### src/rtl/bcd_count_display_if.sv
// ---------------------------------------------------------------------------
// bcd_count_display_if
//   Bundles the trigger-pulse inputs and the display/status outputs of the
//   BCD count-and-display block.
//
//   master modport : drives inc_clk, ref_clk, digit_sel, clear;
//                    observes disp_bcd, seg, digit_en, busy, overflow
//   slave  modport : the counter/display block itself
//
//   inc_clk    one-cycle increment pulse
//   ref_clk    one-cycle refresh pulse (display latch request)
//   digit_sel  per-digit add mask, bit i adds 1 to digit i
//   clear      synchronous clear of counter and overflow
//   disp_bcd   latched display value, digit i at [4i+3:4i]
//   seg        7-segment pattern {g,f,e,d,c,b,a}, active-high
//   digit_en   one-hot digit enable, active-high
//   busy       carry ripple in progress
//   overflow   sticky carry out of the top digit
// ---------------------------------------------------------------------------
interface bcd_count_display_if #(
  parameter int DIGITS = 6
);
  logic                  inc_clk;
  logic                  ref_clk;
  logic [DIGITS-1:0]     digit_sel;
  logic                  clear;
  logic [4*DIGITS-1:0]   disp_bcd;
  logic [6:0]            seg;
  logic [DIGITS-1:0]     digit_en;
  logic                  busy;
  logic                  overflow;

  modport master (
    output inc_clk, ref_clk, digit_sel, clear,
    input  disp_bcd, seg, digit_en, busy, overflow
  );

  modport slave (
    input  inc_clk, ref_clk, digit_sel, clear,
    output disp_bcd, seg, digit_en, busy, overflow
  );
endinterface

### src/rtl/bcd_count_display.sv
// ---------------------------------------------------------------------------
// bcd_count_display
//   Multi-digit decimal counter fed by increment/refresh pulses. An increment
//   adds a per-digit mask to the count, rippling the carry one digit per
//   clock; a refresh latches the count into the display register, which is
//   scanned out onto a time-multiplexed 7-segment display.
//
//   Parameters
//     DIGITS    number of BCD digits (1..16)
//     SCAN_DIV  log2 of clock cycles each digit stays enabled while scanning
//
//   Ports
//     clk    system clock
//     rst_n  synchronous reset, active-low
//     bus    slave side of bcd_count_display_if (pulses in, display out)
// ---------------------------------------------------------------------------
module bcd_count_display #(
  parameter int DIGITS   = 6,
  parameter int SCAN_DIV = 10
) (
  input  logic                  clk,
  input  logic                  rst_n,
  bcd_count_display_if.slave    bus
);

  localparam int IDX_W = (DIGITS > 1) ? $clog2(DIGITS) : 1;
  localparam logic [IDX_W-1:0] LAST_IDX = IDX_W'(DIGITS - 1);

  typedef enum logic {
    IDLE,
    RIPPLE
  } state_t;

  // -------------------------------------------------------------------------
  // State
  // -------------------------------------------------------------------------
  state_t                state_reg;
  logic [4*DIGITS-1:0]   cnt_reg;
  logic [4*DIGITS-1:0]   disp_reg;
  logic [DIGITS-1:0]     pend_reg;
  logic                  carry_reg;
  logic [IDX_W-1:0]      idx_reg;
  logic                  ref_pend_reg;
  logic                  busy_reg;
  logic                  overflow_reg;
  logic [SCAN_DIV-1:0]   presc_reg;
  logic [IDX_W-1:0]      scan_reg;
  logic [6:0]            seg_reg;
  logic [DIGITS-1:0]     digit_en_reg;

  // -------------------------------------------------------------------------
  // Combinational helpers
  // -------------------------------------------------------------------------
  logic [3:0]            cnt_dig [DIGITS];
  logic [3:0]            disp_next_dig [DIGITS];
  logic [4*DIGITS-1:0]   cnt_ripple;
  logic [4*DIGITS-1:0]   disp_next;
  logic [3:0]            cur_digit;
  logic [4:0]            sum;
  logic [3:0]            new_digit;
  logic                  carry_next;
  logic                  last_digit;
  logic [SCAN_DIV-1:0]   presc_next;
  logic [IDX_W-1:0]      scan_next;
  logic [6:0]            seg_next;

  function automatic logic [6:0] seg_decode(input logic [3:0] d);
    logic [6:0] s;
    case (d)
      4'd0:    s = 7'h3F;
      4'd1:    s = 7'h06;
      4'd2:    s = 7'h5B;
      4'd3:    s = 7'h4F;
      4'd4:    s = 7'h66;
      4'd5:    s = 7'h6D;
      4'd6:    s = 7'h7D;
      4'd7:    s = 7'h07;
      4'd8:    s = 7'h7F;
      4'd9:    s = 7'h6F;
      default: s = 7'h00;   // non-BCD codes blank the digit
    endcase
    return s;
  endfunction

  // Per-digit views of the counter and of the next display value, and the
  // counter with only the digit under the ripple pointer replaced.
  genvar gi;
  generate
    for (gi = 0; gi < DIGITS; gi++) begin : g_dig
      assign cnt_dig[gi]             = cnt_reg[4*gi +: 4];
      assign disp_next_dig[gi]       = disp_next[4*gi +: 4];
      assign cnt_ripple[4*gi +: 4]   = (idx_reg == IDX_W'(gi)) ? new_digit : cnt_dig[gi];
    end
  endgenerate

  // One ripple step: digit + mask bit + incoming carry never exceeds 11,
  // so a single subtract-10 correction is enough.
  always_comb begin
    cur_digit  = cnt_dig[idx_reg];
    sum        = 5'(cur_digit) + 5'(pend_reg[idx_reg]) + 5'(carry_reg);
    new_digit  = sum[3:0];
    carry_next = 1'b0;
    if (sum >= 5'd10) begin
      new_digit  = 4'(sum - 5'd10);
      carry_next = 1'b1;
    end
    last_digit = (idx_reg == LAST_IDX);
  end

  // Display latch. A refresh seen during the ripple (held in ref_pend_reg,
  // or arriving on the final step) captures the post-ripple count on the
  // same edge that drops busy, so the display never shows a half-carried
  // value. clear blocks the refresh and leaves the display untouched.
  always_comb begin
    disp_next = disp_reg;
    if (!bus.clear) begin
      if (state_reg == IDLE && bus.ref_clk) begin
        disp_next = cnt_reg;
      end else if (state_reg == RIPPLE && last_digit && (ref_pend_reg || bus.ref_clk)) begin
        disp_next = cnt_ripple;
      end
    end
  end

  // Scan timing. seg and digit_en are both derived from next-state values
  // so the pattern and its enable always change on the same edge.
  always_comb begin
    presc_next = presc_reg + SCAN_DIV'(1);
    scan_next  = scan_reg;
    if (presc_reg == '1) begin
      scan_next = (scan_reg == LAST_IDX) ? '0 : scan_reg + IDX_W'(1);
    end
    seg_next = seg_decode(disp_next_dig[scan_next]);
  end

  // -------------------------------------------------------------------------
  // Sequential logic: counter FSM, display latch and scan registers
  // -------------------------------------------------------------------------
  always_ff @(posedge clk) begin
    if (!rst_n) begin
      state_reg    <= IDLE;
      cnt_reg      <= '0;
      disp_reg     <= '0;
      pend_reg     <= '0;
      carry_reg    <= 1'b0;
      idx_reg      <= '0;
      ref_pend_reg <= 1'b0;
      busy_reg     <= 1'b0;
      overflow_reg <= 1'b0;
      presc_reg    <= '0;
      scan_reg     <= '0;
      seg_reg      <= 7'h3F;
      digit_en_reg <= DIGITS'(1);
    end else begin
      presc_reg    <= presc_next;
      scan_reg     <= scan_next;
      disp_reg     <= disp_next;
      seg_reg      <= seg_next;
      digit_en_reg <= DIGITS'(1) << scan_next;

      if (bus.clear) begin
        state_reg    <= IDLE;
        cnt_reg      <= '0;
        pend_reg     <= '0;
        carry_reg    <= 1'b0;
        idx_reg      <= '0;
        ref_pend_reg <= 1'b0;
        busy_reg     <= 1'b0;
        overflow_reg <= 1'b0;
      end else begin
        case (state_reg)
          IDLE: begin
            if (bus.inc_clk) begin
              pend_reg  <= bus.digit_sel;
              carry_reg <= 1'b0;
              idx_reg   <= '0;
              busy_reg  <= 1'b1;
              state_reg <= RIPPLE;
            end
          end

          RIPPLE: begin
            // inc_clk is deliberately not looked at here: increments that
            // arrive mid-ripple are dropped.
            cnt_reg   <= cnt_ripple;
            carry_reg <= carry_next;
            idx_reg   <= idx_reg + IDX_W'(1);
            if (bus.ref_clk) begin
              ref_pend_reg <= 1'b1;
            end
            if (last_digit) begin
              if (carry_next) begin
                overflow_reg <= 1'b1;
              end
              ref_pend_reg <= 1'b0;
              idx_reg      <= '0;
              carry_reg    <= 1'b0;
              busy_reg     <= 1'b0;
              state_reg    <= IDLE;
            end
          end

          default: begin
            state_reg <= IDLE;
            busy_reg  <= 1'b0;
          end
        endcase
      end
    end
  end

  // -------------------------------------------------------------------------
  // Outputs
  // -------------------------------------------------------------------------
  assign bus.disp_bcd = disp_reg;
  assign bus.seg      = seg_reg;
  assign bus.digit_en = digit_en_reg;
  assign bus.busy     = busy_reg;
  assign bus.overflow = overflow_reg;

endmodule

### src/flat_wrapper.sv
// flat-port wrapper written by rule: the top's interface ports become plain ports
module bcd_count_display_flat 
#(
  parameter int DIGITS   = 6,
  parameter int SCAN_DIV = 10
)
  (clk, rst_n, bus_inc_clk, bus_ref_clk, bus_digit_sel, bus_clear, bus_disp_bcd, bus_seg, bus_digit_en, bus_busy, bus_overflow);
  bcd_count_display_if #(.DIGITS(DIGITS)) bus_i ();
  input  logic clk;
  input  logic rst_n;
  input wire logic [$bits(bus_i.inc_clk)-1:0] bus_inc_clk;
  input wire logic [$bits(bus_i.ref_clk)-1:0] bus_ref_clk;
  input wire logic [$bits(bus_i.digit_sel)-1:0] bus_digit_sel;
  input wire logic [$bits(bus_i.clear)-1:0] bus_clear;
  output wire logic [$bits(bus_i.disp_bcd)-1:0] bus_disp_bcd;
  output wire logic [$bits(bus_i.seg)-1:0] bus_seg;
  output wire logic [$bits(bus_i.digit_en)-1:0] bus_digit_en;
  output wire logic [$bits(bus_i.busy)-1:0] bus_busy;
  output wire logic [$bits(bus_i.overflow)-1:0] bus_overflow;
  assign bus_i.inc_clk = bus_inc_clk;
  assign bus_i.ref_clk = bus_ref_clk;
  assign bus_i.digit_sel = bus_digit_sel;
  assign bus_i.clear = bus_clear;
  assign bus_disp_bcd = bus_i.disp_bcd;
  assign bus_seg = bus_i.seg;
  assign bus_digit_en = bus_i.digit_en;
  assign bus_busy = bus_i.busy;
  assign bus_overflow = bus_i.overflow;
  bcd_count_display #(.DIGITS(DIGITS), .SCAN_DIV(SCAN_DIV)) u_core (.clk(clk), .rst_n(rst_n), .bus(bus_i));
endmodule
### config.mk
export PLATFORM = sky130hd
export DESIGN_NAME = bcd_count_display_flat
export DESIGN_NICKNAME = d
export VERILOG_FILES = /design/src/rtl/bcd_count_display_if.sv /design/src/rtl/bcd_count_display.sv /design/src/flat_wrapper.sv
export SDC_FILE = /design/constraint.sdc
export NUM_CORES = 1
export LEC_CHECK = 0
export CORE_ASPECT_RATIO = 1.25
export CORE_MARGIN = 3
export CORE_UTILIZATION = 56
export CTS_CLUSTER_SIZE = 8
export DETAILED_ROUTE_END_ITERATION = 10
export PLACE_DENSITY = 0.8
export RECOVER_POWER = 25
export SETUP_SLACK_MARGIN = 0.4
export SLEW_MARGIN = 30
export SYNTH_ARGS = -nofsm -noshare
export SYNTH_HDL_FRONTEND = slang
export SYNTH_SLANG_ARGS = --single-unit
### constraint.sdc
create_clock -name clk -period 5.4 [get_ports clk]
set_input_delay 1.62 -clock clk [delete_from_list [all_inputs] [get_ports clk]]
set_output_delay 1.62 -clock clk [all_outputs]
set_load 0.01 [all_outputs]
Word level (Yosys, flattened, before mapping)
Memory sizes are Yosys's and may differ from the RTL's. A register that Yosys moved wholly into a read port is not among the register bits.
Cells that the tools add are included.
{ "word_totals": {"inputBits": 11, "elab_cells": 84, "memories": 1, "romBits": 112, "out_inout_bits": 39, "ff_bits": 81} }
{ "memory_table": {"columns": ["memory", "words", "width", "rd", "rd_clocked_by_memory_dff", "wr", "line", "source"], "rows": [
  ["(no name shown)", 16, 7, 1, 1, 0, "bcd_count_display.sv:69", "case (d)"]
]} }
{ "classes": {"n_lt_le_gt_ge": 4, "add_sub_neg": 6, "reduce_logical": 12, "bitwise": 4, "mux": 35, "n_shift": 1, "n_eq_ne": 9} }
{ "op_table": {"columns": ["operator", "n"], "rows": [
  ["24-bit 2-to-1 mux", 3],
  ["4-bit 2-to-1 mux", 11],
  ["4-bit binary-select mux with 3-bit select", 2],
  ["3-bit 2-to-1 mux", 4],
  ["10-bit by 1-bit adder with 10-bit output, second input constant", 1],
  ["10-bit == test, second input constant", 1],
  ["1-bit 2-to-1 mux", 10],
  ["3-bit == test, second input constant", 3],
  ["4-bit greater-or-equal comparator, second input constant", 2],
  ["3-bit inverter with 4-bit output", 2],
  ["3-bit by 1-bit adder with 3-bit output, second input constant", 2],
  ["3-bit by 2-bit == test with 1-bit output, second input constant", 2],
  ["1-bit case mux with 2 select lines", 3],
  ["3-bit case mux with 2 select lines", 1],
  ["2-bit AND reduction", 3],
  ["1-bit by 3-bit << shifter with 6-bit output, first input constant", 1],
  ["4-bit by 1-bit adder with 5-bit output", 1],
  ["5-bit by 1-bit adder with 5-bit output", 1],
  ["5-bit by 4-bit greater-or-equal comparator with 1-bit output, second input constant", 1],
  ["3-bit by 4-bit less-than comparator with 1-bit output, second input constant", 1],
  ["2-bit != test, second input constant", 2],
  ["4-bit subtractor, second input constant", 1],
  ["1-bit binary-select mux with 3-bit select", 1],
  ["3-bit by 1-bit == test with 1-bit output, second input constant", 1],
  ["other kinds (8)", 11]
]} }

Longest topological paths before layout
Gate-level depths: netlist (run 1).
{ "logic_depth": {"depth_word": 15, "mapped_depth": 19, "ltp_nobuf": 16} }

Worst setup path before layout (run 1)
OpenSTA, ideal clock, no wires.
{ "synth_path": {"kind": "reg2reg", "startpoint": "register u_core.idx_reg[1]", "endpoint": "register u_core.seg_reg[6], in the netlist u_core.bus.seg[6]", "stages_incl_launch_ff": 19, "slack_ns": 0.714, "path_buffers": 3, "setup_time_ns": 0.079, "arrival_ns": 4.607, "synth_period_minus_slack_ns": 4.686, "path_cell_list": "dfxtp_1 buf_4 clkbuf_1 mux4_2 nand2_1 o21ai_0 fa_1 ha_1 clkbuf_1 a21oi_1 a2111oi_2 o22ai_2 a221oi_4 nor3_2 o32ai_4 inv_1 ha_1 mux2_2 a211oi_2"} }
{ "synth_between": {"elab_chain_cells": 15, "word_cells_on_any_way": 31, "classes_between": "add/sub: 3; order compare: 1; eq/ne: 5; mux: 18; bitwise: 1; reduce/logical: 3"} }
{ "synth_lines": {"columns": ["element", "line", "source"], "rows": [
  ["start, declared", "bcd_count_display.sv:42", "logic [IDX_W-1:0] idx_reg;"],
  ["start signal, assigned", "bcd_count_display.sv:187", "idx_reg <= idx_reg + IDX_W'(1);"],
  ["3-bit inverter with 4-bit output (not written as such)", "bcd_count_display.sv:99", "cur_digit = cnt_dig[idx_reg];"],
  ["4-bit binary-select mux with 3-bit select", "bcd_count_display.sv:99", null],
  ["4-bit 2-to-1 mux (not written as such) (2 in a row)", "bcd_count_display.sv:99", null],
  ["4-bit by 1-bit adder with 5-bit output", "bcd_count_display.sv:100", "sum = 5'(cur_digit) + 5'(pend_reg[idx_reg]) + 5'(carry_reg);"],
  ["5-bit by 1-bit adder with 5-bit output", "bcd_count_display.sv:100", null],
  ["4-bit subtractor or 5-bit by 4-bit greater-or-equal comparator with 1-bit output (tied branches)", "bcd_count_display.sv:104, bcd_count_display.sv:103", null],
  ["4-bit 2-to-1 mux", "bcd_count_display.sv:103", "if (sum >= 5'd10) begin"],
  ["4-bit 2-to-1 mux", "bcd_count_display.sv:92", "assign cnt_ripple[4*gi +: 4] = (idx_reg == IDX_W'(gi)) ? new_digit : cnt_dig[gi];"],
  ["24-bit 2-to-1 mux *", "bcd_count_display.sv:119", "end else if (state_reg == RIPPLE && last_digit && (ref_pend_reg || bus.ref_clk)) begin"],
  ["24-bit 2-to-1 mux *", "bcd_count_display.sv:117", "if (state_reg == IDLE && bus.ref_clk) begin"],
  ["24-bit 2-to-1 mux *", "bcd_count_display.sv:116", "if (!bus.clear) begin"],
  ["4-bit binary-select mux with 3-bit select *", "bcd_count_display.sv:133", "seg_next = seg_decode(disp_next_dig[scan_next]);"],
  ["4-bit 2-to-1 mux (not written as such) * (2 in a row)", "bcd_count_display.sv:133", null],
  ["end, declared", "bcd_count_display.sv:48", "logic [6:0] seg_reg;"]
]} }
Every way passes the cells marked *; elsewhere a longest branch is shown, timed or not. The select of a mux whose other input is x is not followed.
A chain may end at the register's enable or synchronous reset.

Final worst setup path (run 1)
{ "layout_path": {"startpoint": "input port bus_clear", "endpoint": "register u_core.seg_reg[6], in the netlist u_core.bus.seg[6]"} }
{ "layout_between": {"elab_chain_cells": 4} }
{ "layout_lines": {"columns": ["element", "line", "source"], "rows": [
  ["start, declared", "flat_wrapper.sv:14", "input wire logic [$bits(bus_i.clear)-1:0] bus_clear;"],
  ["24-bit 2-to-1 mux", "bcd_count_display.sv:116", null],
  ["4-bit binary-select mux with 3-bit select", "bcd_count_display.sv:133", null],
  ["4-bit 2-to-1 mux (not written as such) (2 in a row)", "bcd_count_display.sv:133", null]
]} }
Every way passes these cells. The select of a mux whose other input is x is not followed.

==> results of run 1 <==
## kinds of logic (layout without fill, tap and decap cells)
kind of cell             after synthesis  count (layout)  synth area share, %
AND/OR/NAND/NOR                      189             189                 19.9
AO/OA/AOI/OAI                        131             131                 22.1
flip-flops                            88              88                 38.9
buffers and inverters                 44              90                 4.29
multiplexers                          42              42                 10.5
adder cells (fa/ha/maj)               10              10                 2.93
XOR/XNOR                               6               6                 1.33
## report_power, final
group / internal [mW] / switching [mW]
sequential: 0.656 / 0.00523
clock: 0.217 / 0.245
combinational: 0.0332 / 0.0486
total: 0.905 / 0.299
## per-stage QoR
step | setup WS [ns] | cells | util [%] | area [um^2]
floorplan | 0.714 | 510 | - | 4520
global placement | 0.475 | 635 | 64.7 | 5070
detailed placement | 0.356 | 635 | 64.7 | 5070
CTS | 0.552 | 651 | 67.2 | 5270
global route | 0.423 | 651 | 67.3 | 5270
finish | 0.696 | 651 | 67.3 | 5270
## metal layers
metal  share of wire, %  GRT usage (%)  wire [um]  vias up
met5                  0              0          0        -
met4                3.4           11.6        388        0
met3                4.7           3.57        535       34
met2                 51           43.8       5820      137
met1                 41           31.3       4600     1915
li1                   -              -          -     1922
## cell type report
| class | count | area (um^2) | area share, % |
|---|---|---|---|
| clock buffers | 10 | 128 | 2.42 |
| well taps | 95 | 119 | 2.25 |
| repair buffers | 60 | 573 | 10.9 |
| flip-flops and latches | 88 | 1760 | 33.5 |
| clock inverters | 6 | 67.6 | 1.28 |
| multi-input cells | 378 | 2570 | 48.7 |
| inverters | 14 | 52.6 | 0.997 |
## cells in the mapped netlist (all sizes together) (6+ instances only)
| master | n | area (um^2) |
|---|---|---|
| a211oi | 16 | 143 |
| a21oi | 32 | 168 |
| a31oi | 8 | 56.3 |
| and2 | 7 | 46.3 |
| and3 | 6 | 37.5 |
| buf | 13 | 77.6 |
| clkbuf | 17 | 63.8 |
| dfxtp | 88 | 1760 |
| ha | 9 | 113 |
| inv | 14 | 52.6 |
| mux2 | 6 | 78.8 |
| mux2i | 33 | 330 |
| nand2 | 46 | 173 |
| nand2b | 6 | 37.5 |
| nand3 | 12 | 60.1 |
| nor2 | 74 | 280 |
| nor3 | 16 | 90.1 |
| o21ai | 24 | 124 |
| o22ai | 7 | 50.1 |
## cell usage in the layout (no fill, tap or decap), drive strengths merged, types with 5 or more instances in the layout
cell,count
a211oi,16
a21oi,32
a31oi,8
and2,7
and3,6
buf,11
clkbuf,10
clkdlybuf4s50,27
dfxtp,88
dlygate4sd3,22
ha,9
inv,16
mux2,6
mux2i,33
nand2,46
nand2b,6
nand3,12
nor2,74
nor2b,5
nor3,16
o21ai,24
o221ai,5
o22ai,7
o31ai,5
or3,5
## timing repair
action / in CTS / in global routing
hold buffers: 0 / 0
gates resized for setup: 0 / 2
setup endpoints to repair: 0 / 1
endpoints found under the hold margin: 0 / 0
## worst max path at each step
stage / start / endpoint / slack [ns] / depth (start not counted)
floorplan: u_core.idx_reg[1] / u_core.bus.seg[6] / 0.71 / 18
global placement: bus_clear / u_core.bus.seg[6] / 0.47 / 14
detailed placement: bus_clear / u_core.bus.seg[6] / 0.36 / 12
CTS: u_core.idx_reg[1] / u_core.bus.seg[6] / 0.55 / 15
global route: bus_clear / u_core.bus.seg[6] / 0.42 / 12
finish: bus_clear / u_core.bus.seg[6] / 0.70 / 12
==> impl_metrics.ini, run 1 <==
[floorplanning]
rows = 36
start_util_pct = 57.7
core_um2 = 7840
die_y_um = 106
die_w_um = 86.4
die_area_um2 = 9200
top_level_ports = 50

[detailed_routing]
drt_drc_violations_left = 0
wl_mm = 11.3
drtIter0Drc = 319
wire_per_inst_um = 17.4
dr.pass1.iters = 5
routed_via_density = 6.16
vias = 4008
drtAntennaViolNets = 0

[cells_and_area]
area_delta_synth_final_pct = 16.5
fin_nets = 572
drive_gt1_share_pct = 12.2
fill_cells = 671
diodes = 0

[timing]
tns_ns = 0
min_period_ns = 4.70
hold_ws_ns = 0.451
slew_headroom_pct = 29.1
fmax_mhz = 213
hold_viol_final = 0
slew_violations = 0
finClkSkew_ns = 0.0155
setup_violations = 0
tightest_slew_ns = 1.06
min_period_over_period_pct = 87.1
rsz0062_at_grt = no

[worst_setup_path]
crit_arrival_ns = 4.99
cp_top_family = compound AO/OA/AOI/OAI gates
rr_worst_depth = 15
worstSetupStartpointType = input port
worstPathCellList = clkdlybuf4s50_1 > o21ba_2 > a21oi_2 > mux2i_1 > nor3_1 > nor4_1 > a21oi_1 > o32ai_4 > inv_1 > ha_1 > mux2_2 > a211oi_2
cp_num_buf_inv = 2
max_stage_delay_ns = 0.62
reg2reg_from = u_core.idx_reg[0]
r2r_slack_ns = 0.70
critical_path_class = in2reg
cpMaxStageDelayCell = clkdlybuf4s50_1
reg2reg_to = u_core.bus.seg[6]
worstPathRequired_ns = 5.68
end_kind = flip-flop
path_max_fanout = 8

[placement]
portBuffers = 49
place_congestion = 0.923
place_hpwl_mm = 8.42

[synth]
syn_avg_cell_area_um2 = 8.87
synth_edf_count = 0
ys.warnings.count = 0
async_reset_ff_share_pct = 0
synth.distinct_cells = 80
synth_seq_cells = 88
synth_nets = 531
ys_seq_area_share_pct = 38.9
syn_area_um2 = 4520
netlist_instances = 510
synthFlopType = dfxtp_1

[power_and_ir_drop]
power_density_nw_per_um2 = 229
p_leak_nw = 1.94
power_mw = 1.20
ir_drop_mv = 0.177

[clocking]
cts_buffers = 9
worst_skew_pair.late_latency_ns = 0.37
postCtsSetupBuffers = 0
cts_tree = done
clk_pin_slew_ns = 0.10
cts_root_buffer = clkbuf_8
htreeDepth = 3
cts_buffer_depth = 2
clkSinkCount = 88

[status]
status = finished, final reports clean

[grt]
grt_pass1_wl_mm = 18.9
antenna_found_initial = 0
grt_max_degree = 33
grt_use_total_pct = 25.6
grt_pass1_vias = 3893
overflow = 0

[run]
maxCapViolCount = 0

[worst_hold_path]
hold_class = reg2reg
hold_start = u_core.presc_reg[0]
holdPathEnd = u_core.presc_reg[0]
min_path_cells = 1
No activity file was read; power rests on OpenSTA's default activity.
==> inputs of run 2 (changes only) <==
--- a/config.mk
+++ b/config.mk
@@ -5,14 +5,14 @@
 export SDC_FILE = /design/constraint.sdc
 export NUM_CORES = 1
 export LEC_CHECK = 0
+export ABC_AREA = 1
 export CORE_ASPECT_RATIO = 1.25
 export CORE_MARGIN = 3
-export CORE_UTILIZATION = 56
+export CORE_UTILIZATION = 57
 export CTS_CLUSTER_SIZE = 8
 export DETAILED_ROUTE_END_ITERATION = 10
-export PLACE_DENSITY = 0.8
+export PLACE_DENSITY = 0.81
 export RECOVER_POWER = 25
-export SETUP_SLACK_MARGIN = 0.4
 export SLEW_MARGIN = 30
 export SYNTH_ARGS = -nofsm -noshare
 export SYNTH_HDL_FRONTEND = slang
==> run 2 against run 1 <==
Count of clock-buffer cells in the layout fell by 1; combinational power increased by 140%; utilization increased by 2.5 points; register-to-register slack better by 0.24 ns; flip-flop and latch count stayed put; critical endpoint is now u_core.bus.seg[3]; largest cell class unchanged; highest routed layer unchanged.
==> impl_metrics.ini, run 2 <==
[floorplanning]
start_util_pct = 60.0
die_w_um = 88.0
top_level_ports = 50
die_y_um = 108
core_um2 = 7970
die_area_um2 = 9540
rows = 36

[clocking]
cts-resized-gates = 0
cts_buffer_depth = 2
cts_buffers = 9
clkSinkCount = 88
worst_skew_pair.late_latency_ns = 0.37
cts_root_buffer = clkbuf_8
postCtsSetupBuffers = 0
cts_tree = done
hold_buffers = 0
htreeDepth = 3
clk_pin_slew_ns = 0.09

[detailed_routing]
routed_via_density = 5.60
vias = 4829
wire_per_inst_um = 14.8
dr.pass1.iters = 5
drtIter0Drc = 419
drt_drc_violations_left = 0
drtAntennaViolNets = 0
wl_mm = 12.8

[worst_setup_path]
worstPathRequired_ns = 5.72
crit_arrival_ns = 4.78
end_kind = flip-flop
worstSetupStartpointType = flip-flop
critical_path_class = reg2reg
path_max_fanout = 7

[synth]
yosys.area.top_type = dfxtp_1
synth.distinct_cells = 45
ys_seq_area_share_pct = 36.8
yosys-top-cells-count = nand2_1 (191), inv_1 (101), dfxtp_1 (88)
synth-compound-area-share_pct = 17.4
synth_nets = 739
syn_avg_cell_area_um2 = 6.67
netlist_instances = 718
async_reset_ff_share_pct = 0
syn_area_um2 = 4790
ys.warnings.count = 0
synth.most_common_cell = nand2_1
synth_xor_xnor_area_share_pct = 0.366
synth_seq_cells = 88
synth_top_family_by_area = simple AND/OR/NAND/NOR gates
synth_edf_count = 0
ys_top_cells_by_area = dfxtp_1 (37%), nand2_1 (15%), inv_1 (7.9%)
synth_fa_ha_area_share_pct = 2.77
yosys.area_share.simple_pct = 31.8
netlist.area_leader.share_pct = 36.8
synthFlopType = dfxtp_1
synth.area.mux_share_pct = 0

[cells_and_area]
final_cells = 863
final_cell_mix = nand2_1 (191), inv_1 (102), dfxtp_1 (88)
final_common_cell = nand2_1
area_delta_synth_final_pct = 16.2
diodes = 0
fill_cells = 682
fin_nets = 784
drive_gt1_share_pct = 7.81
final_util_pct = 69.8
fin_area_um2 = 5560

[timing]
hold_viol_final = 0
min_period_over_period_pct = 82.7
slew_violations = 0
slew_headroom_pct = 4.22
tns_ns = 0
hold_ws_ns = 0.460
min_period_ns = 4.46
fmax_mhz = 224
setup_ws_ns = 0.936
setup_violations = 0
finClkSkew_ns = 0.00996
rsz0062_at_grt = no
tightest_slew_ns = 1.44

[power_and_ir_drop]
ir_drop_mv = 0.205
p_switching_mw = 0.379
power_density_nw_per_um2 = 251
power_mw = 1.40
p_seq_share_pct = 49.3
p_int_mw = 1.02
p_clk_share_pct = 36.6
switching_share_pct = 27.2
p_comb_share_pct = 14.1
p_leak_nw = 2.56

[placement]
place_congestion = 0.905
dp_cells = 847
place_area_um2 = 5350
portBuffers = 49
pre_cts_slack_ns = 0.694
place_hpwl_mm = 9.61

[grt]
overflow = 0
antenna_found_initial = 0
grt_max_degree = 35
grt_pass1_wl_mm = 21.0
grt_use_total_pct = 28.1
grt_pass1_vias = 4546

[worst_hold_path]
hold_class = reg2reg

[run]
maxCapViolCount = 0

[status]
status = finished, final reports clean
-- run 2: cell types whose count changed after synthesis, moves of 7 or more --
cell	before	now
nor3_1	14	5
o221ai_1	4	15
nand3_1	12	47
mux2i_1	33	0
o211ai_1	2	16
nand2_2	0	7
a211oi_1	13	1
o21ai_0	17	45
inv_1	13	101
nand2_1	46	191
-- run 2: worst paths after layout --
kind / from / to / slack (ns) / depth (start not counted)
worst max register to register: u_core.idx_reg[1] / u_core.bus.seg[3] / 0.94 / 24
worst max-delay path: u_core.idx_reg[1] / u_core.bus.seg[3] / 0.94 / 24
worst min register to register: u_core.presc_reg[0] / u_core.presc_reg[0] / 0.46 / 1
worst min-delay path: u_core.presc_reg[0] / u_core.presc_reg[0] / 0.46 / 1
-- run 2: cells by family after synthesis --
logic type / after synthesis
simple gates: 351
xor+xnor: 2
fa+ha+maj: 10
flops: 88
compound gates: 134
buf+inv: 133
-- run 2: worst max-delay path, stage by stage (launching register included) --
cell,delay (ns)
dfxtp_1,0.49
inv_2,0.13
nand2_2,0.14
o22ai_1,0.10
o21ai_0,0.18
o221ai_1,0.18
fa_1,0.51
ha_1,0.37
inv_1,0.15
nand3_1,0.14
nand3_4,0.15
nand3_1,0.16
nand3_1,0.17
nand3_1,0.12
nand2_1,0.12
nand3_1,0.08
nand2_1,0.07
nand2_1,0.07
a21oi_2,0.28
inv_2,0.10
ha_1,0.28
or2_1,0.24
nand2_1,0.06
nand2_1,0.05
nand2_1,0.07
-- run 2: layout make-up --
type                       count  area [um^2]  area share (%)
clock buffer                   9          124            2.23
sequential                    88         1760            31.7
clock inverter                 7          100            1.80
tap                           95          119            2.14
timing repair buffer          56          536            9.63
inverter                     111          424            7.62
multi-input combinational    497         2500            44.9
-- run 2: layer usage --
metal  vias up  global-route usage [%]  part of all wire [%]
li1       2391                       -                     -
met1      2155                    33.5                    40
met2       237                    47.6                    49
met3        46                    4.34                   6.7
met4         0                    15.2                   3.9
met5         -                       0                     0
-- run 2: power by group through the flow --
| stage | logic [mW] | registers [mW] | clock network [mW] |
|---|---|---|---|
| final | 0.197 | 0.687 | 0.511 |
| after CTS | 0.197 | 0.688 | 0.516 |
| after detailed placement | 0.196 | 0.702 | 0 |
| after global routing | 0.220 | 0.690 | 0.543 |
| after floorplan | 0.117 | 0.707 | 0 |
| after global placement | 0.190 | 0.702 | 0 |
==> inputs of run 3 (changes only) <==
--- a/config.mk
+++ b/config.mk
@@ -8,10 +8,10 @@
 export ABC_AREA = 1
 export CORE_ASPECT_RATIO = 1.25
 export CORE_MARGIN = 3
-export CORE_UTILIZATION = 57
+export CORE_UTILIZATION = 52
 export CTS_CLUSTER_SIZE = 8
 export DETAILED_ROUTE_END_ITERATION = 10
-export PLACE_DENSITY = 0.81
+export PLACE_DENSITY = 0.78
 export RECOVER_POWER = 25
 export SLEW_MARGIN = 30
 export SYNTH_ARGS = -nofsm -noshare
==> constraint.sdc (replaced) <==
create_clock -name clk -period 4.1 [get_ports clk]
set_input_delay 1.23 -clock clk [delete_from_list [all_inputs] [get_ports clk]]
set_output_delay 1.23 -clock clk [all_outputs]
set_load 0.01 [all_outputs]
==> run 3 against run 2 <==
Non-clock buffer count is 16 higher; flip-flop and latch count unchanged; wire length shrank 0.19%; first-iteration DRC count fell by 11%; final area increased by 2.5%; clock power rose by 13%; final cell count increased by 4.6%; sequential power up 32%; via count fell by 0.58%; global-route usage decreased by 2.6 points.
==> impl_metrics.ini, run 3 (same netlist as run 2, synthesis figures left out) <==
[detailed_routing]
wl_mm = 12.8
drt_drc_violations_left = 0
routed_via_density = 5.32
dr.pass1.iters = 6
drtIter0Drc = 371
drtAntennaViolNets = 0
wire_per_inst_um = 14.2
vias = 4801

[placement]
pre_cts_slack_ns = 0.111
place_congestion = 0.937
place_hpwl_mm = 9.89
dp_cells = 888
portBuffers = 49

[cells_and_area]
final_cell_mix = nand2_1 (192), inv_1 (101), dfxtp_1 (86)
drive_gt1_share_pct = 10.3
fin_nets = 800
final_common_cell = nand2_1
diodes = 0
area_delta_synth_final_pct = 19.1
fill_cells = 827
final_cells = 903

[power_and_ir_drop]
ir_drop_mv = 0.272
power_mw = 1.75
p_leak_nw = 2.62
power_density_nw_per_um2 = 306

[grt]
grt_max_degree = 36
grt_use_total_pct = 25.5
overflow = 0
antenna_found_initial = 0
grt_pass1_vias = 4555
grt_pass1_wl_mm = 21.6

[timing]
tns_ns = 0
min_period_over_period_pct = 92.9
fmax_mhz = 262
setup_violations = 0
hold_viol_final = 0
rsz0062_at_grt = no
setup_ws_ns = 0.289
hold_ws_ns = 0.462
slew_violations = 0
min_period_ns = 3.81
finClkSkew_ns = 0.0122
slew_headroom_pct = 56.6
tightest_slew_ns = 0.650

[floorplanning]
top_level_ports = 50
rows = 38
die_w_um = 91.8
die_area_um2 = 10400
start_util_pct = 54.1
core_um2 = 8840
die_y_um = 113

[worst_setup_path]
path_max_fanout = 6
worstSetupStartpointType = flip-flop
worstPathRequired_ns = 4.41
end_kind = flip-flop
critical_path_class = reg2reg
crit_arrival_ns = 4.12

[clocking]
hold_buffers = 0
cts_tree = done
cts-resized-gates = 0
htreeDepth = 3
clkSinkCount = 88
cts_buffers = 9
worst_skew_pair.late_latency_ns = 0.36
clk_pin_slew_ns = 0.09
postCtsSetupBuffers = 0
cts_buffer_depth = 2
cts_root_buffer = clkbuf_8

[run]
maxCapViolCount = 0

[worst_hold_path]
hold_class = reg2reg

[status]
status = finished, final reports clean
[run 3: cell types whose count changed in the layout (fill, tap and decap cells not counted), moves of 2 or more]
cell and change:
clkbuf_8 +3, dfxtp_1 -2, bufinv_16 -2, dfxtp_2 +2, clkbuf_1 -2, buf_4 +18
inv_6 -2
[run 3: final timing paths]
kind	from	to	slack, ns	cells past startpoint
worst max-delay path	u_core.idx_reg[0]	u_core.bus.seg[3]	0.29	25
worst min-delay path	u_core.presc_reg[0]	u_core.presc_reg[0]	0.46	1
worst max register to register	u_core.idx_reg[0]	u_core.bus.seg[3]	0.29	25
worst min register to register	u_core.presc_reg[0]	u_core.presc_reg[0]	0.46	1
[run 3: metrics by stage]
stage	area (um^2)	util, %
2_1_floorplan	4790	-
3_3_place_gp	5500	62.2
3_5_place_dp	5500	62.2
4_1_cts	5690	64.3
5_1_grt	5700	64.4
6_report	5700	64.4
[run 3: power by group]
group	leakage (nW)	internal, mW	switching (mW)
logic	1.80	0.109	0.154
registers	0.718	0.887	0.0195
clock network	0.0951	0.270	0.306
total	2.62	1.27	0.479
[run 3: per-layer routing]
metal | part of all wire, % | track usage (%) | up-vias | wire (um)
li1 | - | - | 2429 | -
met1 | 41 | 30.8 | 2165 | 5290
met2 | 50 | 44.7 | 170 | 6400
met3 | 5.0 | 3.59 | 37 | 636
met4 | 3.6 | 11.5 | 0 | 461
met5 | 0 | 0 | - | 0
[run 3: area by class of cell]
type | instances | area (um^2) | area share [%]
clock buffer | 12 | 165 | 2.90
clock inverter | 3 | 25.0 | 0.439
inverter | 111 | 424 | 7.44
multi-input combinational | 497 | 2510 | 44.0
sequential | 88 | 1760 | 31.0
tap | 120 | 150 | 2.63
timing repair buffer | 72 | 663 | 11.6
[run 3: worst max-delay path: stages, from the launching register on]
cell,delay [ns]
dfxtp_2,0.39
nor2_2,0.07
inv_1,0.12
o22ai_1,0.09
o21ai_1,0.17
o221ai_2,0.13
fa_2,0.41
ha_1,0.36
inv_1,0.08
nand3_1,0.14
nand3_4,0.14
nand2_4,0.13
nand2_2,0.09
nand3_1,0.10
nand3_1,0.12
nand2_1,0.11
nand3_1,0.07
nand2_1,0.08
nand2_1,0.06
a21oi_2,0.17
inv_2,0.05
ha_1,0.26
or2_1,0.24
nand2_1,0.07
nand2_1,0.05
nand2_1,0.07
==> variant, RTL diff (config.mk and constraints of run 3) <==
`SCAN_DIV` is set to 10 in 2 places; all go to 12.
--- a/src/rtl/bcd_count_display.sv
+++ b/src/rtl/bcd_count_display.sv
@@ -17,5 +17,5 @@
 module bcd_count_display #(
   parameter int DIGITS   = 6,
-  parameter int SCAN_DIV = 10
+  parameter int SCAN_DIV = 12
 ) (
   input  logic                  clk,
--- a/src/flat_wrapper.sv
+++ b/src/flat_wrapper.sv
@@ -3,5 +3,5 @@
 #(
   parameter int DIGITS   = 6,
-  parameter int SCAN_DIV = 10
+  parameter int SCAN_DIV = 12
 )
   (clk, rst_n, bus_inc_clk, bus_ref_clk, bus_digit_sel, bus_clear, bus_disp_bcd, bus_seg, bus_digit_en, bus_busy, bus_overflow);
Function: same outputs for any inputs over 10 cycles, from zero or initial values and one cycle with rst_n low; that may be too few to reach the edited logic, so the function may still have changed.
==> variant against run 3 <==
Sequential share of layout area is 0.85 points lower. Synthesized cell count is 3.5% higher. Non-clock buffer count is 7 lower. Hold slack worse by 14 ps. Cell area is 5.2% higher. Total power is 19% higher. Sequential cell count is 2 higher. Worst setup slack worse by 100 ps. Area after synthesis is 5.8% higher. Die area is 5.4% higher. Final cell count is 2.1% higher. Wire length is 7.2% higher. Count of clock-buffer cells in the layout stayed put. Via count is 4.6% higher. Critical path type is now in -> reg.
==> variant: results <==
INSERT INTO impl_metrics (metric_group, metric, value, unit) VALUES
('cells_and_area', 'final_util', '64.3', '%'),
('detailed_routing', 'route.detailed.vias_per_inst', '5.45', ''),
('place', 'dpl_cell_area', '5680', 'um^2'),
('synthesis', 'synth_adder_area_share', '2.62', '%'),
('outcome', 'outcome', 'completed', ''),
('worst_setup_path', 'timing.rr.start', 'u_core.idx_reg[1]', ''),
('global_routing', 'grt_first_pass_wirelength', '22700', 'um'),
('global_routing', 'gr-usage-all-layers', '26.2', '%'),
('worst_setup_path', 'crit_fanout', '25', ''),
('worst_setup_path', 'arrival', '4210', 'ps'),
('cells_and_area', 'num-fill-cells', '798', ''),
('detailed_routing', 'route.final.wire_length', '13700', 'um'),
('synthesis', 'ys_top_cells_by_count', 'nand2_1, inv_1, dfxtp_1', ''),
('detailed_routing', 'dr.first_iter.drc_count', '347', ''),
('sta', 'timing.clock.skew', '9.38', 'ps'),
('place', 'dpl.hpwl', '10200', 'um'),
('synthesis', 'post_synth_main_area_contributors', 'dfxtp_1, nand2_1, inv_1, nor2_1, nand3_1', ''),
('power', 'vdd_ir_drop_max', '209', 'uV'),
('worst_setup_path', 'biggest_cell_delay_along_the_critical_path', '850', 'ps'),
('power', 'power.leakage', '2.68', 'nW'),
('synthesis', 'syn_nets', '764', ''),
('worst_setup_path', 'setup.worst_path.start', 'rst_n', ''),
('place', 'detailedPlace.worstSlack', '-19.2', 'ps'),
('synthesis', 'post_synth_xor_area_fraction', '0.173', '%'),
('sta', 'worstMarginPinSlew', '1150', 'ps');
-- variant: changes by cell type in the layout (fill, tap and decap cells not counted), sizes merged, moves of 5 or more --
cell    change
nor2        -8
o211ai      +6
buf         -9
o21ai       +7
nand3       +5
inv        +15
a21oi       -6
nand2       +7
-- variant: logic make-up after synthesis --
family / count (synthesis)
AOI/OAI and AO/OA: 139
adders and majority gates: 10
buffers and inverters: 147
and+or+nand+nor: 356
xor gates and xnor gates: 1
DFF: 90
-- variant: layer usage --
layer	routed length [um]	global-route usage [%]	up-vias
li1	-	-	2482
met1	5680	31.0	2339
met2	6850	45.0	159
met3	615	3.48	44
met4	570	15.8	0
met5	0	0	-
-- variant: layout make-up --
class | count | share of cell area (%)
Clock inverter | 4 | 0.939
Timing Repair Buffer | 65 | 10.1
Tap cell | 123 | 2.57
Clock buffer | 12 | 4.28
Inverter | 122 | 7.72
Sequential cell | 90 | 30.1
Multi-Input combinational cell | 506 | 44.3
-- variant: final timing paths --
path / endpoint / cells after the start / slack [ps]
setup / recovery: u_core.cnt_reg[12] / 9 / 180
hold / removal: u_core.presc_reg[0] / 1 / 450
setup reg to reg: u_core.bus.seg[6] / 25 / 290
hold reg to reg: u_core.presc_reg[0] / 1 / 450
-- variant: timing repair --
action                                  CTS  global route
hold buffers                              0             0
hold endpoints to repair                  0             0
gates resized for setup                   0             7
setup buffers                             0             0
endpoints found under the setup margin    0             7
-- variant: per-stage QoR --
| step | hold slack [ps] | cells |
|---|---|---|
| 2_1_floorplan | 418 | 743 |
| 6_report | 448 | 922 |
| 3_3_place_gp | 427 | 906 |
| 3_5_place_dp | 439 | 906 |
| 4_1_cts | 454 | 922 |
| 5_1_grt | 473 | 922 |
-- variant: where the power goes --
group          switching, mW  internal (mW)  total [mW]
clock                  0.353          0.513       0.866
combinational          0.167          0.110       0.277
sequential            0.0193          0.907       0.927
